===== config.mk =====
export PLATFORM = sky130hd
export DESIGN_NAME = bhargava_core
export DESIGN_NICKNAME = d
export VERILOG_FILES = /design/src/rtl/bhargava_core.sv
export SDC_FILE = /design/constraint.sdc
export NUM_CORES = 2
export LEC_CHECK = 0
export CAP_MARGIN = 20
export CORE_ASPECT_RATIO = 0.7
export CORE_MARGIN = 1
export CORE_UTILIZATION = 55
export DETAILED_ROUTE_END_ITERATION = 8
export GPL_ROUTABILITY_DRIVEN = 0
export PLACE_DENSITY_LB_ADDON = 0.25
export SLEW_MARGIN = 20
export SYNTH_ARGS = -nofsm -noshare
export SYNTH_HDL_FRONTEND = slang
export SYNTH_SLANG_ARGS = --single-unit

===== constraint.sdc =====
create_clock -name clk -period 7.6 [get_ports clk]
set_input_delay 1.52 -clock clk [delete_from_list [all_inputs] [get_ports clk]]
set_output_delay 1.52 -clock clk [all_outputs]
set_load 0.02 [all_outputs]

===== src/rtl/bhargava_core.sv =====
// rtl/bhargava_core.sv - Bhargava MPEG scrambler byte-stream front end (pass-through mode)
//
// Purpose:
//    Buffers MPEG program-stream bytes in an internal FIFO and returns them
//    unchanged, in order, through a FIFO-style read port with 1-cycle read
//    latency. Provides programmable-full back-pressure, a sticky overflow
//    flag, an end-of-stream indication and debug counters (video PES start
//    codes, bytes in, bytes out).
//
// Ports:
//    clk            in   system clock, rising edge
//    rst_n          in   asynchronous active-low reset
//    clk_en         in   global clock enable; 0 freezes all state
//    mpeg_in        in   [7:0] input stream byte
//    mpeg_in_en     in   mpeg_in valid this cycle
//    stream_end     in   level: source has delivered its last byte
//    mpeg_out       out  [7:0] registered output byte
//    mpeg_rd        in   read request
//    mpeg_empty     out  FIFO holds no bytes
//    mpeg_prog_full out  occupancy >= PROG_FULL
//    stream_done    out  stream_end seen and FIFO drained
//    vid_cnt        out  [31:0] video PES start codes (00 00 01 Ex)
//    misc_in_cnt    out  [31:0] bytes accepted into the FIFO
//    vbuf_out_cnt   out  [31:0] bytes read from the FIFO
//    overflow       out  sticky: a write was dropped because the FIFO was full

module bhargava_core #(
   parameter int DEPTH     = 256,
   parameter int PROG_FULL = 240
) (
   input  logic        clk,
   input  logic        rst_n,
   input  logic        clk_en,
   input  logic [7:0]  mpeg_in,
   input  logic        mpeg_in_en,
   input  logic        stream_end,
   output logic [7:0]  mpeg_out,
   input  logic        mpeg_rd,
   output logic        mpeg_empty,
   output logic        mpeg_prog_full,
   output logic        stream_done,
   output logic [31:0] vid_cnt,
   output logic [31:0] misc_in_cnt,
   output logic [31:0] vbuf_out_cnt,
   output logic        overflow
);

   localparam int AW = $clog2(DEPTH);
   localparam int PW = AW + 1;

   localparam logic [PW-1:0] DEPTH_P = PW'(DEPTH);
   localparam logic [PW-1:0] PFULL_P = PW'(PROG_FULL);
   localparam logic [PW-1:0] PTR_ONE = PW'(1);

   // Storage. No reset: contents are meaningless once the pointers reset.
   logic [7:0]    mem_q [DEPTH];

   // Pointers carry one extra wrap bit so full and empty are distinguishable.
   logic [PW-1:0] wr_ptr_q, wr_ptr_d;
   logic [PW-1:0] rd_ptr_q, rd_ptr_d;
   logic [PW-1:0] occ;
   logic [PW-1:0] occ_d;

   logic [7:0]    out_q, out_d;
   logic          empty_q, empty_d;
   logic          pfull_q, pfull_d;
   logic          done_q, done_d;
   logic          ovf_q, ovf_d;

   // Last three accepted bytes, oldest in hist2.
   logic [7:0]    hist2_q, hist2_d;
   logic [7:0]    hist1_q, hist1_d;
   logic [7:0]    hist0_q, hist0_d;

   logic [31:0]   vid_q, vid_d;
   logic [31:0]   in_cnt_q, in_cnt_d;
   logic [31:0]   out_cnt_q, out_cnt_d;

   logic          rd_acc;
   logic          wr_acc;
   logic          start_hit;

   // ------------------------------------------------------------------
   // Handshake decisions
   // ------------------------------------------------------------------
   always_comb begin
      occ    = wr_ptr_q - rd_ptr_q;
      rd_acc = clk_en & mpeg_rd & ~empty_q;
      // A read in the same cycle frees a slot, so a full FIFO can still
      // take a byte; the slot being written is the one being read out.
      wr_acc = clk_en & mpeg_in_en & ((occ != DEPTH_P) | rd_acc);
   end

   // Video PES start code: 00 00 01 followed by a stream id of 0xE0..0xEF.
   assign start_hit = (hist2_q == 8'h00) && (hist1_q == 8'h00) &&
                      (hist0_q == 8'h01) && (mpeg_in[7:4] == 4'hE);

   // ------------------------------------------------------------------
   // Next-state logic
   // ------------------------------------------------------------------
   always_comb begin
      wr_ptr_d  = wr_ptr_q;
      rd_ptr_d  = rd_ptr_q;
      out_d     = out_q;
      ovf_d     = ovf_q;
      hist2_d   = hist2_q;
      hist1_d   = hist1_q;
      hist0_d   = hist0_q;
      vid_d     = vid_q;
      in_cnt_d  = in_cnt_q;
      out_cnt_d = out_cnt_q;

      if (rd_acc) begin
         rd_ptr_d  = rd_ptr_q + PTR_ONE;
         out_d     = mem_q[rd_ptr_q[AW-1:0]];
         out_cnt_d = out_cnt_q + 32'd1;
      end

      if (wr_acc) begin
         wr_ptr_d = wr_ptr_q + PTR_ONE;
         in_cnt_d = in_cnt_q + 32'd1;
         hist2_d  = hist1_q;
         hist1_d  = hist0_q;
         hist0_d  = mpeg_in;
         if (start_hit) begin
            vid_d = vid_q + 32'd1;
         end
      end else if (clk_en && mpeg_in_en) begin
         ovf_d = 1'b1;
      end

      // Flags are registered from the post-edge occupancy so they are
      // exact in the cycle following the transfer.
      occ_d   = wr_ptr_d - rd_ptr_d;
      empty_d = (occ_d == '0);
      pfull_d = (occ_d >= PFULL_P);

      // Uses the visible empty flag, so done rises the cycle after empty
      // does; an arriving byte kills it immediately.
      done_d  = stream_end & empty_q & ~wr_acc;
   end

   // ------------------------------------------------------------------
   // State registers
   // ------------------------------------------------------------------
   always_ff @(posedge clk or negedge rst_n) begin
      if (!rst_n) begin
         wr_ptr_q  <= '0;
         rd_ptr_q  <= '0;
         out_q     <= 8'h00;
         empty_q   <= 1'b1;
         pfull_q   <= 1'b0;
         done_q    <= 1'b0;
         ovf_q     <= 1'b0;
         hist2_q   <= 8'hFF;
         hist1_q   <= 8'hFF;
         hist0_q   <= 8'hFF;
         vid_q     <= 32'd0;
         in_cnt_q  <= 32'd0;
         out_cnt_q <= 32'd0;
      end else if (clk_en) begin
         wr_ptr_q  <= wr_ptr_d;
         rd_ptr_q  <= rd_ptr_d;
         out_q     <= out_d;
         empty_q   <= empty_d;
         pfull_q   <= pfull_d;
         done_q    <= done_d;
         ovf_q     <= ovf_d;
         hist2_q   <= hist2_d;
         hist1_q   <= hist1_d;
         hist0_q   <= hist0_d;
         vid_q     <= vid_d;
         in_cnt_q  <= in_cnt_d;
         out_cnt_q <= out_cnt_d;
      end
   end

   always_ff @(posedge clk) begin
      if (wr_acc) begin
         mem_q[wr_ptr_q[AW-1:0]] <= mpeg_in;
      end
   end

   // ------------------------------------------------------------------
   // Outputs
   // ------------------------------------------------------------------
   assign mpeg_out       = out_q;
   assign mpeg_empty     = empty_q;
   assign mpeg_prog_full = pfull_q;
   assign stream_done    = done_q;
   assign overflow       = ovf_q;
   assign vid_cnt        = vid_q;
   assign misc_in_cnt    = in_cnt_q;
   assign vbuf_out_cnt   = out_cnt_q;

endmodule


==> impl_metrics.env <==
export IMPL_cts_setup_buffers=0
export IMPL_arrival_ns=6.32
export IMPL_min_from="hist2_q[0]"
export IMPL_reg2regPathDepth=18
export IMPL_layout_min_cycle_time_ns=5.60
export IMPL_vias=43700
export IMPL_first_global_vias=42600
export IMPL_drv_slew=0
export IMPL_outcome="completed"
export IMPL_hpwlAfterDp_mm=127
export IMPL_synth_area_mm2=0.0863
export IMPL_drt_wl_total_mm=210
export IMPL_p_per_area_mw_per_mm2=341
export IMPL_cts_buffers=195
export IMPL_path_class="flop to flop"
export IMPL_p_leak_nw=30.2
export IMPL_post_drt_wl_per_cell_um=31.4
export IMPL_clk_latency_ns=0.83
export IMPL_fillers=10800
export IMPL_viasPerCell=6.54
export IMPL_cp_max_fo=37
export IMPL_crit_path_start_kind="flop"
export IMPL_overflow=0
export IMPL_critPathCapture="mpeg_prog_full"
export IMPL_syn_inst=4270
export IMPL_cts_resized=0
export IMPL_setup_violations=0
export IMPL_rrSetupSlack_ns=2.00
export IMPL_antenna_found_initial=4
export IMPL_htreeDepth=4
export IMPL_cts_root_buf="clkbuf_16"
export IMPL_syn_nets=4308
export IMPL_placed_cells=6325
export IMPL_cap_violations=0
export IMPL_slew_headroom_pct=20.7
export IMPL_skew_ns=0.0258
export IMPL_critPathRequiredTime_ns=8.32
export IMPL_rows=121
export IMPL_io_buffers=121
export IMPL_grt_usage_pct=27.1
export IMPL_drtIter0Drc=6416
export IMPL_tightest_slew_ns=1.19
export IMPL_ys_ff_latch=2198
export IMPL_io_pins=122
export IMPL_core_region_area_mm2=0.156
export IMPL_cp_startpoint="rd_ptr_q[7]"
export IMPL_clkSinkCount=2198
export IMPL_fin_nets=4470
export IMPL_drc_errors=0
export IMPL_peakVddDrop_mv=0.391
export IMPL_stdcell_count=6681
export IMPL_grt_max_degree=160
export IMPL_finalSetupTns_ns=0
export IMPL_clk_pin_slew_worst_paths_ns=0.07
export IMPL_die_area_mm2=0.159
export IMPL_grt_pass1_wl_mm=307
export IMPL_die_x_um=475
export IMPL_fin_crit_sh_pct=73.7
export IMPL_dr_pass1_iters=6
export IMPL_ant_nets=0
export IMPL_synth_edf_count=2048
export IMPL_yosysSeqAreaShare_pct=75.7
export IMPL_dieHeight_um=333
export IMPL_rsz0062_at_grt="no"
export IMPL_hold_path_class="flop to flop"
export IMPL_clock_fmax_mhz=179
export IMPL_clockBufferDepth=3
export IMPL_worstSetupEndpointType="flop"
export IMPL_r2r_start="rd_ptr_q[7]"
export IMPL_worstReg2RegEnd="mpeg_prog_full"
export IMPL_synthArstFlopShare_pct=6.82
export IMPL_cts_tree="built"
export IMPL_yosysWarnings=0
export IMPL_hold_buffers=0
export IMPL_syn_to_final_growth_pct=11.0
export IMPL_start_util_pct=55.4
export IMPL_syn_avg_cell_area_um2=20.2
export IMPL_synth_flop_cell="edfxtp_1"
export IMPL_drive_gt1_share_pct=20.6
export IMPL_synth_cell_types=72
export IMPL_timing_hold_violations_final=0
## synth_stat cells (4+ instances only)
master	count	area, µm²
edfxtp_1	2048	61500
mux4_2	550	12400
nor2_1	328	1230
nand2_1	252	946
dfrtp_1	125	3130
clkbuf_1	104	390
xnor2_1	84	736
a22oi_1	73	548
buf_2	69	345
nand3_1	49	245
xor2_1	42	368
a21oi_1	39	195
mux2i_1	36	360
nor3_1	35	175
buf_4	31	233
inv_1	31	116
nand4_1	31	194
a221oi_1	29	254
a22o_1	29	254
dfstp_2	25	657
ha_1	24	300
and3_1	23	144
nor4_1	17	106
o22ai_1	17	106
o21ai_0	16	80.1
buf_1	14	52.6
a31oi_1	13	81.3
nor2b_1	12	75.1
and2_1	9	56.3
nand2b_1	9	56.3
a211oi_1	8	60.1
a32oi_1	7	61.3
and4_1	6	52.6
buf_6	6	67.6
a2111oi_0	5	43.8
a21o_1	5	37.5
o32a_1	5	50.1
or4_1	5	37.5
mux2_2	4	45.0
nor4_2	4	50.1
o31a_1	4	35.0
## per-layer routing
metal	global-route usage [%]	part of all wire (%)	vias to the layer above
met4	7.48	2.9	2
met1	42.6	42	22900
met5	0	0.0062	-
met2	37.3	43	2646
met3	7.34	12	350
li1	-	-	17800
## placed cells by master (no fill, tap or decap), drive strengths merged, types with 5 or more instances in the layout
master / Yosys / layout
and3: 23 / 23
clkdlybuf4s50: 0 / 112
a31oi: 13 / 13
clkbuf: 104 / 262
dfrtp: 125 / 125
a221oi: 29 / 29
or4: 6 / 6
nand3: 49 / 49
a211oi: 8 / 8
clkinvlp: 0 / 9
nor2b: 12 / 12
bufinv: 0 / 9
o21ai: 16 / 16
nand2: 253 / 253
o32a: 5 / 5
a22o: 29 / 29
edfxtp: 2048 / 2048
xor2: 42 / 42
dfstp: 25 / 25
inv: 33 / 37
nor2: 328 / 328
nand4: 31 / 31
a21oi: 39 / 39
mux2i: 37 / 37
a22oi: 73 / 73
xnor2: 84 / 84
nand2b: 9 / 9
nor3: 36 / 36
o22ai: 17 / 17
a2111oi: 5 / 5
clkinv: 1 / 78
buf: 120 / 69
nor4: 21 / 21
ha: 24 / 24
a21o: 5 / 5
a32oi: 7 / 7
and4: 6 / 6
and2: 9 / 9
mux4: 550 / 550
## state kept, by name, indices dropped and copies added, names as in the netlist
register        cells
hist1_q             8
hist0_q             8
mpeg_empty          1
hist2_q             8
stream_done         1
mpeg_prog_full      1
mpeg_out            8
vid_cnt            32
wr_ptr_q            9
rd_ptr_q            9
mem_q            2048
vbuf_out_cnt       32
overflow            1
misc_in_cnt        32
## logic make-up (layout without fill, tap and decap cells)
logic type	count (synthesis)	after routing	synth area share [%]
DFF	2198	2198	75.7
and+or+nand+nor	796	796	4.05
muxes	591	591	14.8
AOI/OAI and AO/OA	276	276	2.39
buffers and inverters	258	576	1.41
xor gates and xnor gates	127	127	1.30
adders and majority gates	24	24	0.348
other	0	2	0
## how the worst min path moves through the flow
stage / end / slack (ns) / cells past startpoint
2_1_floorplan: hist1_q[6] / 0.44 / 2
3_3_place_gp: hist2_q[3] / 0.45 / 2
3_5_place_dp: hist2_q[7] / 0.45 / 2
4_1_cts: hist2_q[7] / 0.46 / 2
5_1_grt: hist2_q[5] / 0.48 / 2
6_report: hist2_q[0] / 0.46 / 2
## critical path, cell delays in order, from the launching register on
cell,delay [ns]
dfrtp_1,0.59
clkinv_1,0.41
ha_1,0.47
and2_1,0.21
a221oi_1,0.39
o311a_1,0.49
o31a_2,0.21
buf_4,0.39
nand2_1,0.17
xnor2_1,0.17
ha_1,0.35
a21oi_1,0.17
nand2_1,0.14
a211o_1,0.28
a21o_1,0.19
a21oi_1,0.21
xnor2_1,0.18
xnor3_1,0.28
a21o_1,0.19
## report_power, final
part	switching, W	internal [W]	leakage, nW
clock	0.00434	0.00513	2.89
combinational	0.00572	0.00374	7.02
sequential	0.000290	0.0134	20.3
total	0.0104	0.0223	30.2
## final cells by class
type	count	area, µm²	share of cell area, %
inverters	34	133	0.138
clock inverters	99	776	0.810
well taps	2091	2620	2.73
diodes	2	5.00	0.00523
flip-flops and latches	2198	65300	68.2
repair buffers	189	1860	1.95
clock buffers	254	5210	5.44
multi-input cells	1814	19900	20.8
## through the flow
step / setup slack (ns) / hold slack [ns] / area, µm² / utilization [%] / power, W
floorplan: 2.02 / 0.439 / 86300 / - / 0.0198
global placement: 1.61 / 0.447 / 89700 / 57.7 / 0.0232
detailed placement: 1.52 / 0.450 / 89700 / 57.7 / 0.0233
CTS: 2.03 / 0.460 / 95700 / 61.5 / 0.0326
global route: 1.64 / 0.477 / 95800 / 61.5 / 0.0336
finish: 2.00 / 0.457 / 95800 / 61.5 / 0.0327
Power figures use the tool's default switching activity.
